==> src/rtl/travel_plan_seq.sv <==
// Travel-plan sequencer: latches a 16-bit plan of 2-bit maneuvers and issues one
// maneuver request per qualified line gap, pausing with the buzzer on while a bumper is pressed.
module travel_plan_seq #(
    parameter int GAP_CLKS    = 4096,
    parameter int RESUME_CLKS = 1024
) (
    input  logic        clk,
    input  logic        rst_n,
    input  logic [15:0] cmd,
    input  logic        cmd_rdy,
    output logic        clr_cmd_rdy,
    input  logic        line_present,
    input  logic        BMPL_n,
    input  logic        BMPR_n,
    output logic        go,
    output logic        veer_rt,
    output logic        veer_lft,
    output logic        turn_around,
    output logic        buzz_en,
    output logic        plan_done
);

    localparam int GW = $clog2(GAP_CLKS) + 1;
    localparam int RW = $clog2(RESUME_CLKS) + 1;
    localparam logic [GW-1:0] GAP_LAST = GW'(GAP_CLKS - 1);
    localparam logic [GW-1:0] GAP_MAX  = {GW{1'b1}};
    localparam logic [RW-1:0] RSM_LAST = RW'(RESUME_CLKS - 1);
    localparam logic [RW-1:0] RSM_MAX  = {RW{1'b1}};

    typedef enum logic [2:0] {
        IDLE  = 3'd0,
        LOAD  = 3'd1,
        RUN   = 3'd2,
        GAP   = 3'd3,
        OBSTR = 3'd4
    } state_t;

    state_t        state_q;
    logic [15:0]   plan_q;
    logic [3:0]    idx_q;
    logic [GW-1:0] gap_cnt_q;
    logic [GW-1:0] gap_cnt_d;
    logic [RW-1:0] rsm_cnt_q;
    logic [RW-1:0] rsm_cnt_d;
    logic          clr_q;
    logic          go_q;
    logic          vr_q;
    logic          vl_q;
    logic          ta_q;
    logic          buzz_q;
    logic          done_q;

    logic          bump_s;
    logic          gap_hit_s;
    logic          rsm_hit_s;
    logic          stop_s;
    logic [1:0]    field_s;

    assign bump_s    = ~BMPL_n | ~BMPR_n;
    assign field_s   = plan_q[1:0];
    assign gap_hit_s = ~line_present & (gap_cnt_q == GAP_LAST);
    assign rsm_hit_s = ~bump_s & (rsm_cnt_q == RSM_LAST);
    // An exhausted plan behaves exactly like an explicit stop field.
    assign stop_s    = (field_s == 2'b00) | (idx_q == 4'd8);

    // Saturating next values for the gap and resume counters.
    always_comb begin
        gap_cnt_d = gap_cnt_q;
        rsm_cnt_d = rsm_cnt_q;
        if (line_present) begin
            gap_cnt_d = {GW{1'b0}};
        end else if (gap_cnt_q != GAP_MAX) begin
            gap_cnt_d = gap_cnt_q + {{(GW-1){1'b0}}, 1'b1};
        end else begin
            gap_cnt_d = gap_cnt_q;
        end
        if (bump_s) begin
            rsm_cnt_d = {RW{1'b0}};
        end else if (rsm_cnt_q != RSM_MAX) begin
            rsm_cnt_d = rsm_cnt_q + {{(RW-1){1'b0}}, 1'b1};
        end else begin
            rsm_cnt_d = rsm_cnt_q;
        end
    end

    // Sequencer state machine with registered request, ack and status outputs.
    always_ff @(posedge clk) begin
        if (!rst_n) begin
            state_q   <= IDLE;
            plan_q    <= 16'h0000;
            idx_q     <= 4'd0;
            gap_cnt_q <= {GW{1'b0}};
            rsm_cnt_q <= {RW{1'b0}};
            clr_q     <= 1'b0;
            go_q      <= 1'b0;
            vr_q      <= 1'b0;
            vl_q      <= 1'b0;
            ta_q      <= 1'b0;
            buzz_q    <= 1'b0;
            done_q    <= 1'b0;
        end else begin
            clr_q <= 1'b0;
            vr_q  <= 1'b0;
            vl_q  <= 1'b0;
            ta_q  <= 1'b0;
            case (state_q)
                IDLE: begin
                    if (cmd_rdy) begin
                        plan_q  <= cmd;
                        clr_q   <= 1'b1;
                        state_q <= LOAD;
                    end
                end
                LOAD: begin
                    go_q      <= 1'b1;
                    idx_q     <= 4'd0;
                    done_q    <= 1'b0;
                    gap_cnt_q <= {GW{1'b0}};
                    state_q   <= RUN;
                end
                RUN: begin
                    if (bump_s) begin
                        go_q      <= 1'b0;
                        buzz_q    <= 1'b1;
                        gap_cnt_q <= {GW{1'b0}};
                        rsm_cnt_q <= {RW{1'b0}};
                        state_q   <= OBSTR;
                    end else if (gap_hit_s) begin
                        gap_cnt_q <= {GW{1'b0}};
                        if (stop_s) begin
                            go_q    <= 1'b0;
                            done_q  <= 1'b1;
                            state_q <= IDLE;
                        end else begin
                            vr_q    <= (field_s == 2'b01);
                            vl_q    <= (field_s == 2'b10);
                            ta_q    <= (field_s == 2'b11);
                            plan_q  <= {2'b00, plan_q[15:2]};
                            idx_q   <= idx_q + 4'd1;
                            state_q <= GAP;
                        end
                    end else begin
                        gap_cnt_q <= gap_cnt_d;
                    end
                end
                GAP: begin
                    // Wait for the line to return so one long gap consumes one field.
                    if (bump_s) begin
                        go_q      <= 1'b0;
                        buzz_q    <= 1'b1;
                        gap_cnt_q <= {GW{1'b0}};
                        rsm_cnt_q <= {RW{1'b0}};
                        state_q   <= OBSTR;
                    end else if (line_present) begin
                        gap_cnt_q <= {GW{1'b0}};
                        state_q   <= RUN;
                    end else begin
                        gap_cnt_q <= {GW{1'b0}};
                    end
                end
                OBSTR: begin
                    if (rsm_hit_s) begin
                        buzz_q    <= 1'b0;
                        go_q      <= 1'b1;
                        rsm_cnt_q <= {RW{1'b0}};
                        gap_cnt_q <= {GW{1'b0}};
                        state_q   <= RUN;
                    end else begin
                        rsm_cnt_q <= rsm_cnt_d;
                    end
                end
                default: begin
                    go_q      <= 1'b0;
                    buzz_q    <= 1'b0;
                    gap_cnt_q <= {GW{1'b0}};
                    rsm_cnt_q <= {RW{1'b0}};
                    state_q   <= IDLE;
                end
            endcase
        end
    end

    assign clr_cmd_rdy = clr_q;
    assign go          = go_q;
    assign veer_rt     = vr_q;
    assign veer_lft    = vl_q;
    assign turn_around = ta_q;
    assign buzz_en     = buzz_q;
    assign plan_done   = done_q;

endmodule

==> config.mk <==
export PLATFORM = sky130hd
export DESIGN_NAME = travel_plan_seq
export DESIGN_NICKNAME = d
export VERILOG_FILES = /design/src/rtl/travel_plan_seq.sv
export SDC_FILE = /design/constraint.sdc
export NUM_CORES = 1
export LEC_CHECK = 0
export BUFFER_PORTS_ARGS = -buffer_cell sky130_fd_sc_hd__buf_2
export CAP_MARGIN = 20
export CORE_ASPECT_RATIO = 0.8
export CORE_MARGIN = 3
export CORE_UTILIZATION = 45
export CTS_BUF_LIST = sky130_fd_sc_hd__clkbuf_8
export DETAILED_ROUTE_END_ITERATION = 8
export GPL_TIMING_DRIVEN = 0
export PLACE_DENSITY = 0.62
export SLEW_MARGIN = 10
export SYNTH_ARGS = -nofsm -noshare
export SYNTH_HDL_FRONTEND = slang
export SYNTH_SLANG_ARGS = --single-unit
export TNS_END_PERCENT = 10
==> constraint.sdc <==
create_clock -name clk -period 5.1 [get_ports clk]
set_input_delay 1.02 -clock clk [delete_from_list [all_inputs] [get_ports clk]]
set_output_delay 1.02 -clock clk [all_outputs]
set_load 0.01 [all_outputs]
## After elaboration in Yosys (flattened, before gate mapping)

Cells that the tools add are included.

- Bits in registers: 54
- Input port bits: 22
- Output and inout port bits: 7
- Logic and storage cells: 111

- Add/sub/neg operators: 3
- Equality and inequality tests: 25
- Muxes and demuxes: 42
- Bitwise gates (word level): 13
- Reductions and logical operators: 16

Operators with widths:

| kind | number |
|---|---|
| $mux W13 | 5 |
| $mux W16 | 4 |
| $mux W11 | 4 |
| $pmux W13 S3 | 1 |
| $pmux W11 S3 | 1 |
| $pmux W16 S2 | 1 |
| $mux W3 | 6 |
| $pmux W3 S5 | 1 |
| $ne A2 B2 Y1 const B | 7 |
| $add A13 B1 Y13 const B | 1 |
| $eq A13 B12 Y1 const B | 1 |
| $ne A13 B13 Y1 const B | 1 |
| $mux W4 | 3 |
| $reduce_and A4 Y1 | 3 |
| $add A11 B1 Y11 const B | 1 |
| $eq A11 B10 Y1 const B | 1 |
| $mux W1 | 11 |
| $ne A11 B11 Y1 const B | 1 |
| $reduce_and A5 Y1 | 2 |
| $ne A3 B3 Y1 const B | 3 |
| $not A1 Y1 | 9 |
| $reduce_and A3 Y1 | 3 |
| $pmux W4 S2 | 1 |
| $eq A3 B2 Y1 const B | 2 |
| 21 further kinds | 26 |

## Longest topological paths before layout

Gate-level depths: netlist (run 1).

- Word-level depth: 6
- Mapped depth: 8
- Gate-level depth less buffers: 6

## Least setup slack after synthesis (run 1)

OpenSTA, ideal clock, no wires.

- Kind: input to register
- From: input port line_present
- To: register plan_q[10]
- Library setup time: 0.119 ns
- Arrival: 2.230 ns
- Setup slack: 2.751 ns
- Stages on the path: 5
- Buffers on the path: 1
- Cell sequence: or2_1 nor4_4 a21oi_4 buf_6 mux2i_1

- Word-level cells in the longest chain between the ends: 4

RTL lines:

| item | RTL line | source |
|---|---|---|
| start: declaration | 12 | `input logic line_present,` |
| $not A1 Y1 | 61 | `assign gap_hit_s = ~line_present & (gap_cnt_q == GAP_LAST);` |
| $and A1 B1 Y1 | 61 |  |
| $ne A2 B2 Y1 (no line) | -- |  |
| $reduce_and A5 Y1 (no line) | -- |  |
| end signal: assignment | 109 | `plan_q <= cmd;` |
| end signal: assignment | 138 | `plan_q <= {2'b00, plan_q[15:2]};` |
| end: declaration | 39 | `logic [15:0] plan_q;` |

No other way between the ends.
A chain may end at the register's enable or synchronous reset.

## Worst setup path in the final report (run 1)

- From: input port line_present
- To: register plan_q[8]

Same word-level chain as after synthesis.

==> results of run 1 <==
==> layout make-up <==
type | count | area (um2)
tap | 81 | 101
sequential | 54 | 1080
timing repair buffer | 28 | 140
buffer | 18 | 83.8
clock buffer | 7 | 96.3
clock inverter | 1 | 8.76
inverter | 11 | 41.3
fill | 608 | 2840
multi-input combinational | 252 | 1740
==> worst paths after layout <==
| kind | cells past startpoint | slack (ns) | end | start |
|---|---|---|---|---|
| worst max-delay path | 6 | 2.73 | plan_q[8]$_SDFFE_PN0P_ | line_present |
| worst min-delay path | 2 | 0.46 | plan_q[2]$_SDFFE_PN0P_ | plan_q[2]$_SDFFE_PN0P_ |
| worst max register to register | 6 | 2.90 | rsm_cnt_q[2]$_SDFFE_PN0P_ | rsm_cnt_q[0]$_SDFFE_PN0P_ |
| worst min register to register | 2 | 0.46 | plan_q[2]$_SDFFE_PN0P_ | plan_q[2]$_SDFFE_PN0P_ |
==> worst register-to-register path, delay by kind of cell, from the launching register on <==
| kind | cells | cell delay, ns |
|---|---|---|
| compound gates | 2 | 0.31 |
| fa+ha+maj | 1 | 0.22 |
| buf+inv | 1 | 0.33 |
| flops | 1 | 0.41 |
| simple gates | 2 | 0.84 |
==> stage by stage <==
step,std cells,hold WS (ns),setup WS [ns]
5_1_grt,452,0.487,2.60
2_1_floorplan,335,0.435,2.75
3_5_place_dp,444,0.448,2.40
3_3_place_gp,444,0.443,2.39
4_1_cts,452,0.464,2.72
6_report,452,0.460,2.73
==> logic make-up after synthesis <==
family	synth area share [%]
simple gates	29.6
compound gates	16.6
flops	36.7
mux	11.1
buf+inv	4.25
fa+ha+maj	1.70
==> sequential cells by signal, indices dropped and copies added, names as in the netlist, 3 cells and up <==
signal     cells
rsm_cnt_q     11
state_q        3
plan_q        16
idx_q          4
gap_cnt_q     13
==> metal layers <==
metal / vias to the layer above / GRT usage, %
met1: 1229 / 29.1
met3: 5 / 3.45
met4: 0 / 4.34
met2: 47 / 31.5
li1: 1327 / -
met5: - / 0
==> power by group through the flow <==
stage / sequential (mW) / combinational [mW] / clock, mW
after CTS: 0.451 / 0.130 / 0.277
after global placement: 0.460 / 0.128 / 0
after detailed placement: 0.460 / 0.129 / 0
after floorplan: 0.458 / 0.0921 / 0
final: 0.451 / 0.129 / 0.273
after global routing: 0.454 / 0.142 / 0.300
==> synthesized netlist by cell type, types with 5 or more instances <==
cell type | number | area [um2]
mux2i_1 | 17 | 170
a31oi_1 | 5 | 31.3
a211oi_1 | 5 | 37.5
or4_1 | 6 | 45.0
nand4_1 | 7 | 43.8
nor2_1 | 9 | 33.8
dfxtp_1 | 54 | 1080
buf_2 | 6 | 30.0
nand2_1 | 51 | 191
nand3_1 | 19 | 95.1
a21oi_1 | 12 | 60.1
mux2_2 | 14 | 158
or3_1 | 6 | 37.5
o21ai_0 | 11 | 55.1
and4_1 | 7 | 61.3
and2_1 | 7 | 43.8
o211ai_1 | 5 | 37.5
clkbuf_1 | 10 | 37.5
inv_1 | 11 | 41.3
==> out/metrics.csv, run 1 <==
metric,value,unit
Post-Syn Instances,335,
Final Skew,0.00400,ns
CTS H-tree depth,2,
Hold/Removal Path Class,flop to flop,
drt drc,0,
"Cell Area, Placed",0.00319,mm2
CTS tree,yes,
async set-reset flop share out of synthesis,0,%
die width,96.5,um
maxcap violations,0,
WL per Instance,15.6,um
Worst Path Max Fanout,10,
final worst path period share,46.4,%
Tot GR Track Use,20.2,%
Final Core Density,53.7,%
top layer in use,met4,
sequential element share of the synthesized area,36.7,%
final hold vios,0,
Post-CTS Setup Inserts,0,
Int Power,0.621,mW
DR WL met2,3.25,mm
first-pass GRT wire length,12.1,mm
LEAKAGE,1.26,nW
crit-path cells,buf_2 > or2_1 > nor4_4 > a21oi_4 > buf_6 > mux2i_1,
WP data required,5.31,ns
die area,0.00756,mm2
DRT iter0 DRCs,84,
Initial Utilization,48.1,%
crit start category,primary input,
Least-Margin Pin Slew,0.662,ns
Final Max Tran Viols,0,
"FF+latch count, synth",54,
power share of the clock group,32.0,%
final RePlAce weighted congestion,0.844,
worst path arrival time,2.57,ns
clock sink count,54,
max incr delay on CP,0.61,ns
"Area growth, synth to finish",11.8,%
"Slowest-stage cell, CP",nor4_4,
Resize count post-CTS,0,
total number of vias,2608,
Setup TNS Final,0,ns
vias in the first global route,2482,
ys flop type,dfxtp_1,
combinational share of power,15.2,%
I/O Buffers,28,
total congestion overflow,0,
slew margin rel.,55.8,%
row count,25,
Final Critical Period,2.37,ns
HPWL Detailed,5.11,mm
Final #Nets,396,
synth unique cells,57,
Ports,29,
Placeable Area,0.00613,mm2
ANT cells,0,
hold buffers post-CTS,0,
Synth warnings,0,
Netlist Area Pre-Place,0.00295,mm2
Post-Route WL,7.05,mm
initial antenna violation count,0,
syn avg cell area,8.80,um2
Setup Viol. Count Final,0,
Pwr Total,0.853,mW
sw frac,27.2,%
pin count of the biggest net entering global routing,17,
"Net Count, Synth",361,
ratio of total power to cell area,259,mW/mm2
critical setup path kind,primary input to flop,
clock slew at reported path FFs,0.10,ns
Final Cell Area,0.00329,mm2
"EDFF count, synth",0,
ANT nets after route,0,
M1 WL,3.48,mm
CTS Buf Count,5,
"commonest non-fill, non-tap cell in the layout",dfxtp_1,
met3 WL,269,um
crit end category,flop,
outcome,completed,
"commonest non-fill, non-tap cells in the layout","dfxtp_1 (54), nand2_1 (51), buf_2 (34)",
Reg power frac,52.9,%
"IR drop worst, VDD",0.151,mV
worst skew pair latency,0.31,ns
worst path bufs/invs,2,
DIE HEIGHT,78.4,um
kind of cell adding the most delay to the critical path,simple AND/OR/NAND/NOR gates,
NetSw,0.232,mW
root buffer cell,clkbuf_8,
via/cell ratio,5.77,
share of layout cells above drive strength 1,19.7,%
CTS max path bufs,2,
RSZ-0062 raised after global routing,false,
TritonRoute pass-1 iters,4,
Max Clk Rate,0.423,GHz
No activity file was read; power rests on OpenSTA's default activity.
==> run 2, diff against run 1 <==
--- a/config.mk
+++ b/config.mk
@@ -13,7 +13,7 @@
 export CTS_BUF_LIST = sky130_fd_sc_hd__clkbuf_8
 export DETAILED_ROUTE_END_ITERATION = 8
 export GPL_TIMING_DRIVEN = 0
-export PLACE_DENSITY = 0.62
+export PLACE_DENSITY = 0.65
 export SLEW_MARGIN = 10
 export SYNTH_ARGS = -nofsm -noshare
 export SYNTH_HDL_FRONTEND = slang
==> constraint.sdc (replaced) <==
create_clock -name clk -period 1.94 [get_ports clk]
set_input_delay 0.388 -clock clk [delete_from_list [all_inputs] [get_ports clk]]
set_output_delay 0.388 -clock clk [all_outputs]
set_load 0.01 [all_outputs]
==> out/metrics.csv, run 2 (synthesized netlist as in run 1, its figures left out) <==
metric,value,unit,change
max incr delay on CP,0.40,ns,-0.21 ns
ratio of total power to cell area,677,mW/mm2,+160%
clock slew at reported path FFs,0.10,ns,about the same
CTS H-tree depth,2,,unchanged
die width,96.5,um,unchanged
ANT cells,0,,unchanged
Final Skew,0.00562,ns,+0.00162 ns
sequential cell area,0.00108,mm2,+0.23%
pin count of the biggest net entering global routing,17,,unchanged
TritonRoute pass-1 iters,4,,unchanged
outcome,completed,,
multi-input logic area,0.00179,mm2,+2.7%
hold buffers post-CTS,0,,unchanged
WP data required,2.16,ns,-3.15 ns
pre-CTS setup slack,-0.229,ns,-2.63 ns
first-pass GRT wire length,11.8,mm,-2.7%
Initial Utilization,48.1,%,unchanged
clock sink count,54,,unchanged
kind of cell adding the most delay to the critical path,simple AND/OR/NAND/NOR gates,,
fin cells,461,,+2.0%
maxcap violations,0,,unchanged
Tot GR Track Use,19.7,%,-0.46 points
Largest register FFs,16,,unchanged
worst skew pair latency,0.31,ns,about the same
# fillers,582,,-4.3%
LEAKAGE,1.34,nW,+6.8%
flop-to-flop setup slack,0.06,ns,-2.84 ns
final worst path period share,97.1,%,
top flop regs,"plan_q: 16 flops, gap_cnt_q: 13 flops, rsm_cnt_q: 11 flops",,
Worst Path Max Fanout,10,,unchanged
slew margin rel.,58.8,%,+3.0 points
worst path arrival time,2.10,ns,-0.47 ns
Least-Margin Pin Slew,0.614,ns,-0.0480 ns
total congestion overflow,0,,unchanged
CTS Buf Count,5,,unchanged
via/cell ratio,5.80,,+0.53%
share of layout cells above drive strength 1,24.2,%,+4.5 points
Final #Nets,405,,+2.3%
"IR drop worst, VDD",0.381,mV,+150%
final RePlAce weighted congestion,0.842,,-0.30%
Final Max Tran Viols,0,,unchanged
worst path bufs/invs,2,,unchanged
initial antenna violation count,0,,unchanged
total number of vias,2674,,+2.5%
HPWL Detailed,5.30,mm,+3.7%
WL per Instance,15.9,um,+1.7%
"commonest non-fill, non-tap cell in the layout",dfxtp_1,,
drt drc,0,,unchanged
final worst slack,0.0561,ns,-2.68 ns
Final Core Density,56.1,%,+2.4 points
row count,25,,unchanged
critical setup path kind,flop to flop,,
DIE HEIGHT,78.4,um,unchanged
ANT nets after route,0,,unchanged
"commonest non-fill, non-tap cells in the layout","dfxtp_1 (52), nand2_1 (51), buf_2 (33)",,
Post-Route WL,7.32,mm,+3.7%
"Slowest-stage cell, CP",nor3b_1,,
crit start category,flop,,
die area,0.00756,mm2,unchanged
Final Critical Period,1.88,ns,
Setup Viol. Count Final,0,,unchanged
vias in the first global route,2420,,-2.5%
crit end category,flop,,
CTS tree,yes,,
I/O Buffers,28,,unchanged
"Area growth, synth to finish",16.8,%,
root buffer cell,clkbuf_8,,
Ports,29,,unchanged
DRT iter0 DRCs,71,,-15%
Top reg by flops,plan_q,,
final hold vios,0,,unchanged
CTS max path bufs,2,,unchanged
Placeable Area,0.00613,mm2,unchanged
Hold/Removal Path Class,primary input to flop,,
Max Clk Rate,0.531,GHz,
RSZ-0062 raised after global routing,true,,
Placed Cells,444,,unchanged
crit-path cells,buf_2 > or2_2 > nor3b_1 > a21oi_4 > buf_4 > a32o_1,,
[run 2: changes by cell type in the layout (fill, tap and decap cells not counted), sizes merged]
cell | before | now
clkinvlp | 0 | 1
clkinv | 1 | 0
inv | 11 | 12
buf | 35 | 45
bufinv | 0 | 1
clkbuf | 18 | 15
[run 2: cell type report]
type                    count  area share (%)
plain buffers              17            2.62
clock buffers               5            2.00
clock inverters             3            1.20
inverters                  11            1.20
multi-input cells         252            51.9
flip-flops and latches     54            31.5
well taps                  81            2.94
repair buffers             38            6.62
[run 2: layer usage]
metal,share of wire [%],global-route usage [%],vias to the layer above
met5,0,0,-
met4,0.87,3.92,0
met3,4.4,3.93,7
met2,45,30.4,44
met1,49,28.6,1275
li1,-,-,1348
[run 2: worst register-to-register path, stage by stage (launching register included)]
cell	delay [ns]
dfxtp_1	0.34
buf_2	0.18
or2_2	0.35
nor3b_1	0.40
a21oi_4	0.11
buf_4	0.17
a32o_1	0.24
[run 2: final timing paths]
check                                from                 endpoint  cells after the start
setup / recovery  state_q[0]$_SDFFE_PN0P_  plan_q[14]$_SDFFE_PN0P_                      6
hold reg to reg   plan_q[13]$_SDFFE_PN0P_  plan_q[13]$_SDFFE_PN0P_                      2
setup reg to reg  state_q[0]$_SDFFE_PN0P_  plan_q[14]$_SDFFE_PN0P_                      6
hold / removal                    cmd[14]  plan_q[14]$_SDFFE_PN0P_                      2
[run 2: timing repair]
| item | CTS | global route |
|---|---|---|
| setup buffers | 4 | 6 |
| resized for setup | 6 | 14 |
| endpoints found under the setup margin | 33 | 34 |
| pin swaps | 5 | 2 |
[run 2: where the power goes]
group	internal [mW]	leakage (nW)	switching [mW]
clock network	0.381	0.0556	0.393
registers	1.16	0.439	0.0317
logic	0.164	0.846	0.205
total	1.70	1.34	0.630
[run 2: stage by stage]
stage / setup TNS (ns) / power, mW / cell area [um2] / hold WS, ns
floorplan: 0 / 1.45 / 2950 / 0.435
global placement: -3.61 / 1.54 / 3190 / 0.442
detailed placement: -4.50 / 1.55 / 3190 / 0.453
CTS: -0.0162 / 2.31 / 3370 / 0.277
global route: -0.0161 / 2.43 / 3440 / 0.274
finish: 0 / 2.33 / 3440 / 0.276
